### src/rtl/alu_seq_pkg.sv
// Shared definitions for the round-robin ALU sequencer: op codes, ALU select
// values, sequencer states and response flag positions.
package alu_seq_pkg;

  typedef enum logic [1:0] {
    OP_ADD = 2'b00,
    OP_SUB = 2'b01,
    OP_CMP = 2'b10,
    OP_AND = 2'b11
  } aluOp_t;

  typedef enum logic [1:0] {
    SEL_PARK   = 2'b00,
    SEL_ADDSUB = 2'b01,
    SEL_CMP    = 2'b10,
    SEL_AND    = 2'b11
  } aluSel_t;

  typedef enum logic [1:0] {
    IDLE  = 2'b00,
    ISSUE = 2'b01,
    RESP  = 2'b10
  } seqState_t;

  localparam int FLAG_CARRY = 3;
  localparam int FLAG_GT    = 2;
  localparam int FLAG_EQ    = 1;
  localparam int FLAG_LT    = 0;

  // ADD and SUB share one ALU select; the sequencer picks the right output later.
  function automatic aluSel_t opToSel(input aluOp_t op);
    case (op)
      OP_ADD, OP_SUB: opToSel = SEL_ADDSUB;
      OP_CMP:         opToSel = SEL_CMP;
      default:        opToSel = SEL_AND;
    endcase
  endfunction

endpackage

### src/rtl/alu_rr_sequencer_arb.sv
// Two-input combinational round-robin arbiter; the priority pointer is owned
// by the instantiating block.
module rr_arb2 (
  input  logic [1:0] valid,
  input  logic       ptr,
  output logic [1:0] grant
);

  always_comb begin
    grant = valid;
    if (valid[0] && valid[1]) begin
      grant = ptr ? 2'b10 : 2'b01;
    end
  end

endmodule

### src/rtl/alu_rr_sequencer.sv
// Shares one external combinational ALU between two requesters, one op in
// flight at a time, with a round-robin grant and a tagged response port.
module alu_rr_sequencer
  import alu_seq_pkg::*;
#(
  parameter int   W       = 4,
  parameter logic RR_INIT = 1'b0
) (
  input  logic         clk,
  input  logic         rst_n,
  input  logic         req0_valid,
  output logic         req0_ready,
  input  logic [W-1:0] req0_a,
  input  logic [W-1:0] req0_b,
  input  logic [1:0]   req0_op,
  input  logic         req1_valid,
  output logic         req1_ready,
  input  logic [W-1:0] req1_a,
  input  logic [W-1:0] req1_b,
  input  logic [1:0]   req1_op,
  output logic         rsp_valid,
  input  logic         rsp_ready,
  output logic         rsp_id,
  output logic [W-1:0] rsp_result,
  output logic [3:0]   rsp_flags,
  output logic [W-1:0] alu_a,
  output logic [W-1:0] alu_b,
  output logic [1:0]   alu_s,
  input  logic [W-1:0] alu_sum_add,
  input  logic         alu_carry_add,
  input  logic [W-1:0] alu_sum_sub,
  input  logic         alu_carry_sub,
  input  logic         alu_gt,
  input  logic         alu_eq,
  input  logic         alu_lt,
  input  logic [W-1:0] alu_and
);

  seqState_t    state, stateNext;
  logic [1:0]   grant;
  logic         rrPtr;
  logic         accept;
  logic         winId;
  logic [W-1:0] winA, winB;
  aluOp_t       winOp;
  aluOp_t       opReg;
  logic         idReg;
  logic [W-1:0] resultNext;
  logic [3:0]   flagsNext;

  rr_arb2 uArb (
    .valid({req1_valid, req0_valid}),
    .ptr  (rrPtr),
    .grant(grant)
  );

  assign req0_ready = (state == IDLE) & grant[0];
  assign req1_ready = (state == IDLE) & grant[1];
  assign accept     = req0_ready | req1_ready;
  assign winId      = grant[1];
  assign winA       = winId ? req1_a : req0_a;
  assign winB       = winId ? req1_b : req0_b;
  assign winOp      = aluOp_t'(winId ? req1_op : req0_op);

  always_ff @(posedge clk) begin
    if (!rst_n) begin
      state <= IDLE;
    end else begin
      state <= stateNext;
    end
  end

  always_comb begin
    stateNext = state;
    case (state)
      IDLE:    if (accept) stateNext = ISSUE;
      ISSUE:   stateNext = RESP;
      RESP:    if (rsp_valid && rsp_ready) stateNext = IDLE;
      default: stateNext = IDLE;
    endcase
  end

  // Only the flags meaningful for the latched op survive; the rest read 0.
  always_comb begin
    resultNext = '0;
    flagsNext  = '0;
    case (opReg)
      OP_ADD: begin
        resultNext            = alu_sum_add;
        flagsNext[FLAG_CARRY] = alu_carry_add;
      end
      OP_SUB: begin
        resultNext            = alu_sum_sub;
        flagsNext[FLAG_CARRY] = alu_carry_sub;
      end
      OP_CMP: begin
        flagsNext[FLAG_GT] = alu_gt;
        flagsNext[FLAG_EQ] = alu_eq;
        flagsNext[FLAG_LT] = alu_lt;
      end
      default: resultNext = alu_and;
    endcase
  end

  always_ff @(posedge clk) begin
    if (!rst_n) begin
      rrPtr      <= RR_INIT;
      opReg      <= OP_ADD;
      idReg      <= 1'b0;
      alu_a      <= '0;
      alu_b      <= '0;
      alu_s      <= SEL_PARK;
      rsp_valid  <= 1'b0;
      rsp_id     <= 1'b0;
      rsp_result <= '0;
      rsp_flags  <= '0;
    end else begin
      if (accept) begin
        alu_a <= winA;
        alu_b <= winB;
        alu_s <= opToSel(winOp);
        opReg <= winOp;
        idReg <= winId;
        rrPtr <= ~winId;
      end
      if (state == ISSUE) begin
        rsp_valid  <= 1'b1;
        rsp_id     <= idReg;
        rsp_result <= resultNext;
        rsp_flags  <= flagsNext;
        alu_s      <= SEL_PARK;
      end
      if (state == RESP && rsp_ready) begin
        rsp_valid <= 1'b0;
      end
    end
  end

endmodule

### config.mk
export PLATFORM = sky130hd
export DESIGN_NAME = alu_rr_sequencer
export DESIGN_NICKNAME = d
export VERILOG_FILES = /design/src/rtl/alu_seq_pkg.sv /design/src/rtl/alu_rr_sequencer_arb.sv /design/src/rtl/alu_rr_sequencer.sv
export SDC_FILE = /design/constraint.sdc
export NUM_CORES = 1
export LEC_CHECK = 0
export BUFFER_PORTS_ARGS = -buffer_cell sky130_fd_sc_hd__buf_2
export CAP_MARGIN = 20
export CORE_UTILIZATION = 39
export DETAILED_ROUTE_END_ITERATION = 6
export GPL_TIMING_DRIVEN = 0
export PLACE_DENSITY = 0.85
export REMOVE_ABC_BUFFERS = 1
export SYNTH_ARGS = -nofsm -noshare
export SYNTH_HDL_FRONTEND = slang
export SYNTH_HIERARCHICAL = 1
export SYNTH_SLANG_ARGS = --single-unit
### constraint.sdc
create_clock -name clk -period 1.6 [get_ports clk]
set_input_delay 0.16 -clock clk [delete_from_list [all_inputs] [get_ports clk]]
set_output_delay 0.16 -clock clk [all_outputs]
set_load 0.1 [all_outputs]
==> results of run 1 <==
registers in the layout (all words and copies together), names as in the netlist:
signal	flops
alu_b	4
alu_s	2
rsp_result	4
opReg	2
rsp_id	1
state	2
rsp_flags	4
idReg	1
rrPtr	1
alu_a	4
rsp_valid	1
power by group:
group          internal (mW)  switching (mW)  leakage (nW)  total (mW)
sequential             0.725          0.0654         0.215       0.790
clock                  0.139           0.194        0.0210       0.333
combinational          0.268           0.657         0.668       0.925
total                   1.13           0.916         0.904        2.05
through the flow:
step	hold slack, ns	TNS (ns)	worst slack [ns]	total power [mW]	instance area [um2]
2_1_floorplan	0.278	-11.16	-1.59	1.45	1160
3_3_place_gp	0.422	-12.39	-0.964	1.61	1510
3_5_place_dp	0.434	-3.55	-0.505	1.63	1520
4_1_cts	0.0709	-0.413	-0.151	2.01	1640
5_1_grt	0.0821	-0.454	-0.201	2.15	1710
6_report	0.0860	-0.296	-0.149	2.05	1710
cell type report:
cell class / instances / area share
multi-input combinational: 86 / 0.390
tap: 31 / 0.0227
inverter: 3 / 0.00659
clock buffer: 4 / 0.0212
timing repair buffer: 74 / 0.253
sequential: 26 / 0.306
kinds of logic after synthesis:
group	synth area share
and+or+nand+nor	0.157
buffers and inverters	0.0439
AOI/OAI and AO/OA	0.232
DFF	0.435
muxes	0.133
worst register-to-register path, cell delays in order (launching register included):
cell and delay (ns):
sky130_fd_sc_hd__dfxtp_2 0.37, sky130_fd_sc_hd__inv_2 0.05, sky130_fd_sc_hd__a21boi_4 0.16, sky130_fd_sc_hd__buf_6 0.13
sky130_fd_sc_hd__mux2_4 0.30, sky130_fd_sc_hd__or4b_4 0.49, sky130_fd_sc_hd__o2111a_1 0.15
cell usage after synthesis (all sizes together):
cell type | number | area, um2
or2 | 1 | 6.26
or4b | 1 | 10.0
o221a | 1 | 11.3
nor2b | 2 | 12.5
nand2 | 8 | 30.0
clkbuf | 7 | 26.3
o21a | 2 | 15.0
nor2 | 5 | 18.8
a221oi | 3 | 26.3
nand2b | 3 | 18.8
a21oi | 3 | 15.0
o2111a | 1 | 11.3
and3 | 1 | 6.26
o211a | 11 | 110
o21ai | 4 | 20.0
inv | 3 | 11.3
mux2i | 11 | 110
or3 | 1 | 6.26
dfxtp | 26 | 521
a21boi | 8 | 60.1
nand3 | 13 | 65.1
nor3b | 1 | 7.51
mux2 | 4 | 48.8
a311oi | 1 | 8.76
buf | 3 | 15.0
and2 | 1 | 6.26
layer usage:
layer / wire length [um] / global-route usage
met3: 221 / 0.0385
met2: 1360 / 0.337
met5: 0 / 0
met1: 1250 / 0.195
met4: 45 / 0.0697
timing repair:
action | CTS | global route
gates cloned | 0 | 0
pin swaps | 2 | 2
buffers inserted | 5 | 6
setup endpoints to repair | 14 | 16
gates resized for setup | 15 | 9
path summary, 6_finish.rpt:
path,endpoint,slack (ns),depth (start not counted)
worst max-delay path,alu_s[1],-0.15,6
worst min-delay path,rsp_flags[2],0.09,3
worst max register to register,alu_s[1],-0.15,6
worst min register to register,rsp_id,0.46,2
==> results.json, run 1 <==
{
  "layout_common_cells": "61 x sky130_fd_sc_hd__buf_2, 24 x sky130_fd_sc_hd__dfxtp_1, 13 x sky130_fd_sc_hd__nand3_1, 11 x sky130_fd_sc_hd__o211a_1, 11 x sky130_fd_sc_hd__mux2i_1",
  "cts_max_path_buffers": 2,
  "synth_area_per_cell_um2": 9.58,
  "crit_fanout": 3,
  "initialDrtViolationCount": 42,
  "netlist_area_um2": 1200,
  "dp_hpwl_um": 2030,
  "instances_no_fill": 224,
  "multi_input_comb_area_um2": 667,
  "sequential_cell_area_um2": 523,
  "yosys_warnings": 6,
  "drv.max_cap_violation_count": 0,
  "critical_path_buf_inv_count": 2,
  "clk_transition_reported_paths_ns": 0.14,
  "overflow": 0,
  "critical_path.reg2reg.startpoint": "rrPtr",
  "drt_pass1_iterations": 7,
  "htree_levels": 1,
  "synth_seq_area_share": 0.435,
  "dp_cells": 210,
  "postSynthCellCount": 125,
  "cp_slowest_stage_delay_ns": 0.49,
  "period_share": 1.09,
  "final_common_cell": "sky130_fd_sc_hd__buf_2",
  "rows": 19,
  "hold_class": "input pin to flop",
  "cts_bufs_inserted": 3,
  "timing.slew.headroom": 0.673,
  "tritoncts_sinks": 26,
  "critical_path.startpoint_type": "flop",
  "ys_seq_elements": 26,
  "vias_in_the_first_global_route": 1141,
  "rsz_0062_raised_after_global_routing": "yes",
  "post_route_cells_drive_above_1_share": 0.472,
  "cp_top_family": "simple AND/OR/NAND/NOR gates",
  "detail_route.wl_per_cell_um": 12.9,
  "setup_violators_final": 3,
  "outcome": "complete, but fails checks",
  "fin_worst_skew_ns": 0.00943,
  "fin_util": 0.604,
  "groute.usage.overall": 0.180,
  "grt_antenna_before_repair": 0,
  "setup.worst_path.end_class": "flop",
  "drt_wl_total_um": 2880,
  "vias_per_cell": 5.33,
  "fillCellCount": 264,
  "design.die.area_um2": 3300,
  "final_antenna_net_count": 0,
  "antenna-diode-count": 0,
  "starting_density_of_the_core": 0.423,
  "post-route-drc-count": 7,
  "crit_path_top_delay_cell": "sky130_fd_sc_hd__or4b_4",
  "finalHoldViolCount": 0,
  "hold_start": "alu_gt",
  "tmin_final_ns": 1.75,
  "clkLatencyLatePin_ns": 0.32,
  "synth.lib_cells_used.distinct": 28,
  "floorplan.die.width_um": 57.4,
  "setup.worst_path.start": "rrPtr",
  "path_class": "flop to flop",
  "power_density_nw_per_um2": 1200,
  "slew_violations": 0,
  "place.gp.congestion": 0.719,
  "max_clock_freq_mhz": 572,
  "clock_tree_root_buffer_cell": "sky130_fd_sc_hd__clkbuf_4",
  "syn_to_final_growth_pct": 42.6,
  "boundaryPins": 64,
  "floorplan.core_area_um2": 2830,
  "grt_first_pass_wirelength_um": 4680,
  "irDropWorstVdd_mv": 0.707,
  "placement.io_buffers": 63,
  "critical_path.cell_chain": "inv_2, a21boi_4, buf_6, mux2_4, or4b_4, o2111a_1",
  "route.vias.total": 1194,
  "arrival_ns": 1.97,
  "timing_worst_slew_pin_value_ns": 0.494,
  "grt_start_max_net_pins": 27,
  "floorplan.die.height_um": 57.4,
  "final.setup.worst_slack_ns": -0.149,
  "required_arrival_time_at_the_worst_endpoint_ns": 1.83,
  "static-leakage-power_nw": 0.904,
  "finish.net_count": 236,
  "cts_tree": "done",
  "cts-hold-fix-buffers": 0,
  "failing_checks": "DRC, setup timing"
}
Note: power is estimated with default switching activity, not from simulation.
==> run 2, diff against run 1 <==
--- a/config.mk
+++ b/config.mk
@@ -10,9 +10,8 @@
 export CORE_UTILIZATION = 39
 export DETAILED_ROUTE_END_ITERATION = 6
 export GPL_TIMING_DRIVEN = 0
-export PLACE_DENSITY = 0.85
+export PLACE_DENSITY = 0.74
 export REMOVE_ABC_BUFFERS = 1
 export SYNTH_ARGS = -nofsm -noshare
 export SYNTH_HDL_FRONTEND = slang
-export SYNTH_HIERARCHICAL = 1
 export SYNTH_SLANG_ARGS = --single-unit
==> run 2 against run 1 <==
The run ends with DRC left. Die area down 2.1%. First-iteration DRC count up 9.5%. Combinational power up 23%. Setup slack better by 0.19 ns. Final area down 7.1%. Register-to-register slack better by 0.24 ns. Flip-flop and latch count unchanged. Maximum frequency up 12%. Critical path type is now flop to primary output.
==> results.json, run 2 <==
{
  "outcome": "complete, but fails checks",
  "failing_checks": "DRC",
  "drt_pass1_iterations": 7,
  "layout_common_cells": "61 x sky130_fd_sc_hd__buf_2, 24 x sky130_fd_sc_hd__dfxtp_1, 16 x sky130_fd_sc_hd__nor2b_1, 9 x sky130_fd_sc_hd__a21oi_1",
  "floorplan.die.width_um": 56.8,
  "hold_start": "alu_lt",
  "clock_tree_root_buffer_cell": "sky130_fd_sc_hd__clkbuf_4",
  "fin_worst_skew_ns": 0.00238,
  "pre_cts_ws_ns": -0.112,
  "drt_wl_total_um": 2930,
  "hold_class": "input pin to flop",
  "finish.net_count": 229,
  "route.vias.total": 1166,
  "grt_antenna_before_repair": 0,
  "post_route_cells_drive_above_1_share": 0.425,
  "dp_hpwl_um": 2080,
  "period_share": 0.974,
  "antenna-diode-count": 0,
  "yosys_warnings": 0,
  "grt_first_pass_wirelength_um": 4660,
  "setup_tns_ns": 0,
  "rows": 19,
  "yosys.area.top_type": "sky130_fd_sc_hd__dfxtp_1",
  "detailed_place.area_um2": 1480,
  "final_antenna_net_count": 0,
  "synth.area.top_cells": "sky130_fd_sc_hd__dfxtp_1 44%, sky130_fd_sc_hd__nor2b_1 8.5%, sky130_fd_sc_hd__a222oi_1 6.8%",
  "setup_violators_final": 0,
  "ys.flop_type": "sky130_fd_sc_hd__dfxtp_1",
  "cts_max_path_buffers": 2,
  "timing.slew.headroom": 0.604,
  "grt_start_max_net_pins": 27,
  "path_class": "flop to primary output",
  "rsz_0062_raised_after_global_routing": "no",
  "synth_seq_area_share": 0.444,
  "cts-hold-fix-buffers": 0,
  "post-synth-top-count-cell": "sky130_fd_sc_hd__dfxtp_1",
  "critical_path.reg2reg.startpoint": "rrPtr",
  "placement.io_buffers": 63,
  "clkLatencyLatePin_ns": 0.32,
  "timing_worst_slew_pin_value_ns": 0.589,
  "overflow": 0,
  "max_clock_freq_mhz": 642,
  "drv.max_cap_violation_count": 0,
  "cts_tree": "done",
  "final.setup.worst_slack_ns": 0.0414,
  "post-route-drc-count": 2,
  "synth_area_per_cell_um2": 9.60,
  "syn_to_final_growth_pct": 35.5,
  "starting_density_of_the_core": 0.417,
  "tmin_final_ns": 1.56,
  "power_density_nw_per_um2": 1450,
  "floorplan.core_area_um2": 2810,
  "clk_transition_reported_paths_ns": 0.14,
  "floorplan.die.height_um": 56.8,
  "finalHoldViolCount": 0,
  "setup.worst_path.start": "state[1]",
  "groute.usage.overall": 0.184,
  "detail_route.wl_per_cell_um": 13.5,
  "final_common_cell": "sky130_fd_sc_hd__buf_2",
  "initialDrtViolationCount": 46,
  "place.gp.congestion": 0.710,
  "ys_seq_elements": 26,
  "vias_per_cell": 5.37,
  "synth.lib_cells_used.distinct": 29,
  "crit_fanout": 3,
  "critical_path.startpoint_type": "flop",
  "final.hold.worst_slack_ns": 0.105,
  "irDropWorstVdd_mv": 0.596,
  "slew_violations": 0,
  "tritoncts_sinks": 26,
  "boundaryPins": 64,
  "required_arrival_time_at_the_worst_endpoint_ns": 1.44,
  "arrival_ns": 1.40,
  "synth.cells.most_frequent": "26 x sky130_fd_sc_hd__dfxtp_1, 16 x sky130_fd_sc_hd__nor2b_1, 9 x sky130_fd_sc_hd__a21oi_1, 8 x sky130_fd_sc_hd__a222oi_1, 8 x sky130_fd_sc_hd__o21ai_0",
  "fin_util": 0.566,
  "htree_levels": 1,
  "netlist_area_um2": 1170,
  "setup.worst_path.end_class": "primary output",
  "vias_in_the_first_global_route": 1113,
  "synth-edff-count": 0,
  "netlist.area_leader.share": 0.444,
  "static-leakage-power_nw": 0.742,
  "async_flop_share": 0,
  "design.die.area_um2": 3230,
  "fin_area_um2": 1590,
  "postSynthCellCount": 122,
  "cts_bufs_inserted": 3
}
run 2: cell types whose count changed after synthesis, moves of 4 or more:
cell                       change
sky130_fd_sc_hd__nand3_1      -13
sky130_fd_sc_hd__mux2i_1       -4
sky130_fd_sc_hd__a31oi_1       +4
sky130_fd_sc_hd__o21ai_0       +5
sky130_fd_sc_hd__a222oi_1      +8
sky130_fd_sc_hd__a21boi_1      -8
sky130_fd_sc_hd__nor2b_1      +14
sky130_fd_sc_hd__o211a_1      -10
sky130_fd_sc_hd__a21oi_1       +6
sky130_fd_sc_hd__nand2_1       -5
run 2: worst paths after layout:
check	to	slack [ns]	depth (start not counted)
max reg2reg	alu_a[1]	0.09	5
min reg2reg	rsp_id	0.48	2
max	req1_ready	0.04	3
min	rsp_flags[0]	0.10	3
run 2: logic make-up after synthesis:
group           share of synthesized area
simple gates                        0.194
mux                                0.0598
buf+inv                            0.0470
flops                               0.444
compound gates                      0.254
run 2: layer usage:
| metal | routed length [um] | global-route usage |
|---|---|---|
| met4 | 74 | 0.0871 |
| met3 | 104 | 0.0207 |
| met1 | 1270 | 0.219 |
| met5 | 0 | 0 |
| met2 | 1480 | 0.327 |
run 2: final cells by class:
| cell class | instances | area [um2] |
|---|---|---|
| Inverter | 2 | 7.51 |
| Sequential cell | 26 | 526 |
| Timing Repair Buffer | 68 | 383 |
| Tap cell | 31 | 38.8 |
| Multi-Input combinational cell | 86 | 596 |
| Clock buffer | 4 | 36.3 |
| Fill cell | 265 | 1220 |
run 2: critical path: stages, from the launching register on:
cell,delay (ns)
sky130_fd_sc_hd__dfxtp_4,0.37
sky130_fd_sc_hd__or2_4,0.26
sky130_fd_sc_hd__nor3_4,0.25
sky130_fd_sc_hd__buf_12,0.21
run 2: stage by stage:
stage | total power, mW | cells
2_1_floorplan | 1.70 | 114
3_3_place_gp | 1.88 | 208
3_5_place_dp | 1.90 | 208
4_1_cts | 2.30 | 217
5_1_grt | 2.40 | 217
6_report | 2.30 | 217
run 2: power by group:
group | leakage (nW) | internal (mW) | switching, mW | total, mW
registers | 0.215 | 0.747 | 0.0788 | 0.826
clock network | 0.0210 | 0.139 | 0.189 | 0.328
logic | 0.506 | 0.305 | 0.839 | 1.14
total | 0.742 | 1.19 | 1.11 | 2.30
run 2: what timing repair did:
item,in CTS,in global routing
endpoints found under the setup margin,2,2
buffers inserted,5,0
gates resized for setup,9,2
cloned,0,0
pin swaps,3,1
==> run 3, diff against run 2 <==
--- a/config.mk
+++ b/config.mk
@@ -7,10 +7,10 @@
 export LEC_CHECK = 0
 export BUFFER_PORTS_ARGS = -buffer_cell sky130_fd_sc_hd__buf_2
 export CAP_MARGIN = 20
-export CORE_UTILIZATION = 39
+export CORE_UTILIZATION = 40
 export DETAILED_ROUTE_END_ITERATION = 6
 export GPL_TIMING_DRIVEN = 0
-export PLACE_DENSITY = 0.74
+export PLACE_DENSITY = 0.73
 export REMOVE_ABC_BUFFERS = 1
 export SYNTH_ARGS = -nofsm -noshare
 export SYNTH_HDL_FRONTEND = slang
==> constraint.sdc (replaced) <==
create_clock -name clk -period 2 [get_ports clk]
set_input_delay 0.2 -clock clk [delete_from_list [all_inputs] [get_ports clk]]
set_output_delay 0.2 -clock clk [all_outputs]
set_load 0.1 [all_outputs]
==> run 3 against run 2 <==
Core utilization fell by 0.48 points. Largest cell class unchanged. Clock-buffer cell count is 1 lower. Clock power grew 7.6%. Clock skew up 0.0058 ns. Combinational power shrank 24%. Highest routed layer unchanged. Final area decreased by 2.5%. The flow now finishes without violations. Total power is 18% lower. Routed wire length fell by 3.1%.
==> results.json, run 3 (same netlist as run 2, synthesis figures left out) <==
{
  "initialDrtViolationCount": 42,
  "hold_start": "alu_lt",
  "detail_route.wl_per_cell_um": 13.3,
  "floorplan.die.width_um": 56.1,
  "timing_worst_slew_pin_value_ns": 0.604,
  "critical_path.startpoint_type": "flop",
  "hold_path_end": "rsp_flags[0]",
  "worstRegToRegCells": 4,
  "irDropWorstVdd_mv": 0.700,
  "finalHoldViolCount": 0,
  "fin_worst_skew_ns": 0.00819,
  "crit_path_top_delay_cell": "sky130_fd_sc_hd__nor3_4",
  "cts_bufs_inserted": 3,
  "required_arrival_time_at_the_worst_endpoint_ns": 1.80,
  "static-leakage-power_nw": 0.720,
  "boundaryPins": 64,
  "groute.usage.overall": 0.175,
  "dp_hpwl_um": 2000,
  "tritoncts_sinks": 26,
  "arrival_ns": 1.73,
  "pre_cts_ws_ns": 0.242,
  "period_share": 0.963,
  "drv.max_cap_violation_count": 0,
  "cts_tree": "done",
  "slew_violations": 0,
  "setup_violators_final": 0,
  "setup.worst_path.start": "state[1]",
  "clock_tree_root_buffer_cell": "sky130_fd_sc_hd__clkbuf_4",
  "grt_antenna_before_repair": 0,
  "finish.net_count": 225,
  "reg2reg_to": "alu_b[1]",
  "starting_density_of_the_core": 0.425,
  "critical_path.reg2reg.startpoint": "state[1]",
  "placement.io_buffers": 63,
  "clkLatencyLatePin_ns": 0.31,
  "clk_transition_reported_paths_ns": 0.14,
  "vias_per_cell": 5.38,
  "critical_path.cell_chain": "or2_4, nor3_4, buf_6",
  "htree_levels": 1,
  "crit_fanout": 11,
  "final_common_cell": "sky130_fd_sc_hd__buf_2",
  "setup.worst_path.end_class": "primary output",
  "reg_to_reg_setup_timing_slack_ns": 0.47,
  "overflow": 0,
  "power_density_nw_per_um2": 1220,
  "hold_class": "input pin to flop",
  "hold-path-cell-count": 3,
  "place.gp.congestion": 0.764,
  "vias_in_the_first_global_route": 1083,
  "timing.slew.headroom": 0.595,
  "final_antenna_net_count": 0,
  "max_clock_freq_mhz": 519,
  "path_class": "flop to primary output",
  "grt_start_max_net_pins": 27,
  "drt_pass1_iterations": 5,
  "rows": 19,
  "cp_slowest_stage_delay_ns": 0.43,
  "floorplan.core_area_um2": 2760,
  "cts_max_path_buffers": 2,
  "fin_util": 0.561,
  "syn_to_final_growth_pct": 32.1,
  "route.vias.total": 1145,
  "layout_common_cells": "61 x sky130_fd_sc_hd__buf_2, 26 x sky130_fd_sc_hd__dfxtp_1, 16 x sky130_fd_sc_hd__nor2b_1, 9 x sky130_fd_sc_hd__a21oi_1",
  "design.die.area_um2": 3150,
  "cts-hold-fix-buffers": 0,
  "tmin_final_ns": 1.93,
  "antenna-diode-count": 0,
  "floorplan.die.height_um": 56.1,
  "post_route_cells_drive_above_1_share": 0.401,
  "drt_wl_total_um": 2840,
  "post-route-drc-count": 0,
  "outcome": "completed",
  "final.setup.worst_slack_ns": 0.0743,
  "grt_first_pass_wirelength_um": 4450
}
==> run 3: changes by cell type in the layout (fill, tap and decap cells not counted) <==
cell and change:
sky130_fd_sc_hd__buf_12 -2, sky130_fd_sc_hd__buf_4 -3, sky130_fd_sc_hd__buf_6 +1, sky130_fd_sc_hd__bufinv_16 +1
sky130_fd_sc_hd__clkbuf_8 -1, sky130_fd_sc_hd__dfxtp_1 +2, sky130_fd_sc_hd__dfxtp_2 -1, sky130_fd_sc_hd__dfxtp_4 -1
==> run 3: cell type report <==
type / instances / area [um2]
Fill cell: 254 / 1210
Multi-Input combinational cell: 86 / 596
Sequential cell: 26 / 520
Timing Repair Buffer: 64 / 332
Tap cell: 31 / 38.8
Clock inverter: 1 / 30.0
Clock buffer: 3 / 22.5
Inverter: 2 / 7.51
==> run 3: power by group <==
| group | total [mW] | switching, mW | internal (mW) | leakage, nW |
|---|---|---|---|---|
| combinational | 0.863 | 0.655 | 0.208 | 0.479 |
| sequential | 0.666 | 0.0702 | 0.596 | 0.214 |
| clock | 0.353 | 0.151 | 0.202 | 0.0279 |
| total | 1.88 | 0.876 | 1.01 | 0.720 |
==> run 3: timing repair <==
item	4_1_cts	5_1_grt
pin swaps	0	1
endpoints found under the hold margin	0	0
gates resized for setup	2	1
cloned	0	0
setup buffers	0	1
endpoints found under the setup margin	2	2
==> run 3: how the worst max path moves through the flow <==
stage,to,slack (ns),cells after the start
finish,req1_ready,0.07,3
global route,req1_ready,-0.006,3
CTS,req0_ready,0.002,3
detailed placement,req0_ready,0.24,3
global placement,req0_ready,0.27,3
floorplan,alu_a[0],-0.06,4
==> run 3: critical path: cells and delay by family (launching register included) <==
kind                   cells  cell delay (ns)
and+or+nand+nor            2             0.73
DFF                        1             0.38
buffers and inverters      1             0.30
==> run 3: per-stage QoR <==
| step | hold WS [ns] | cell area, um2 | total power, mW | setup TNS, ns | cells |
|---|---|---|---|---|---|
| after floorplan | 0.318 | 1120 | 1.36 | -0.487 | 114 |
| after global placement | 0.449 | 1480 | 1.50 | 0 | 208 |
| after detailed placement | 0.460 | 1480 | 1.52 | 0 | 208 |
| after CTS | 0.136 | 1540 | 1.88 | 0 | 212 |
| after global routing | 0.152 | 1550 | 1.96 | -0.00601 | 213 |
| final | 0.140 | 1550 | 1.88 | 0 | 213 |
==> run 3: routing by layer <==
layer  up-vias  GRT usage  share of wire
met5         -          0              0
met3         4     0.0279          0.032
li1        571          -              -
met4         0     0.0662          0.013
met1       549      0.186           0.41
met2        21      0.338           0.55
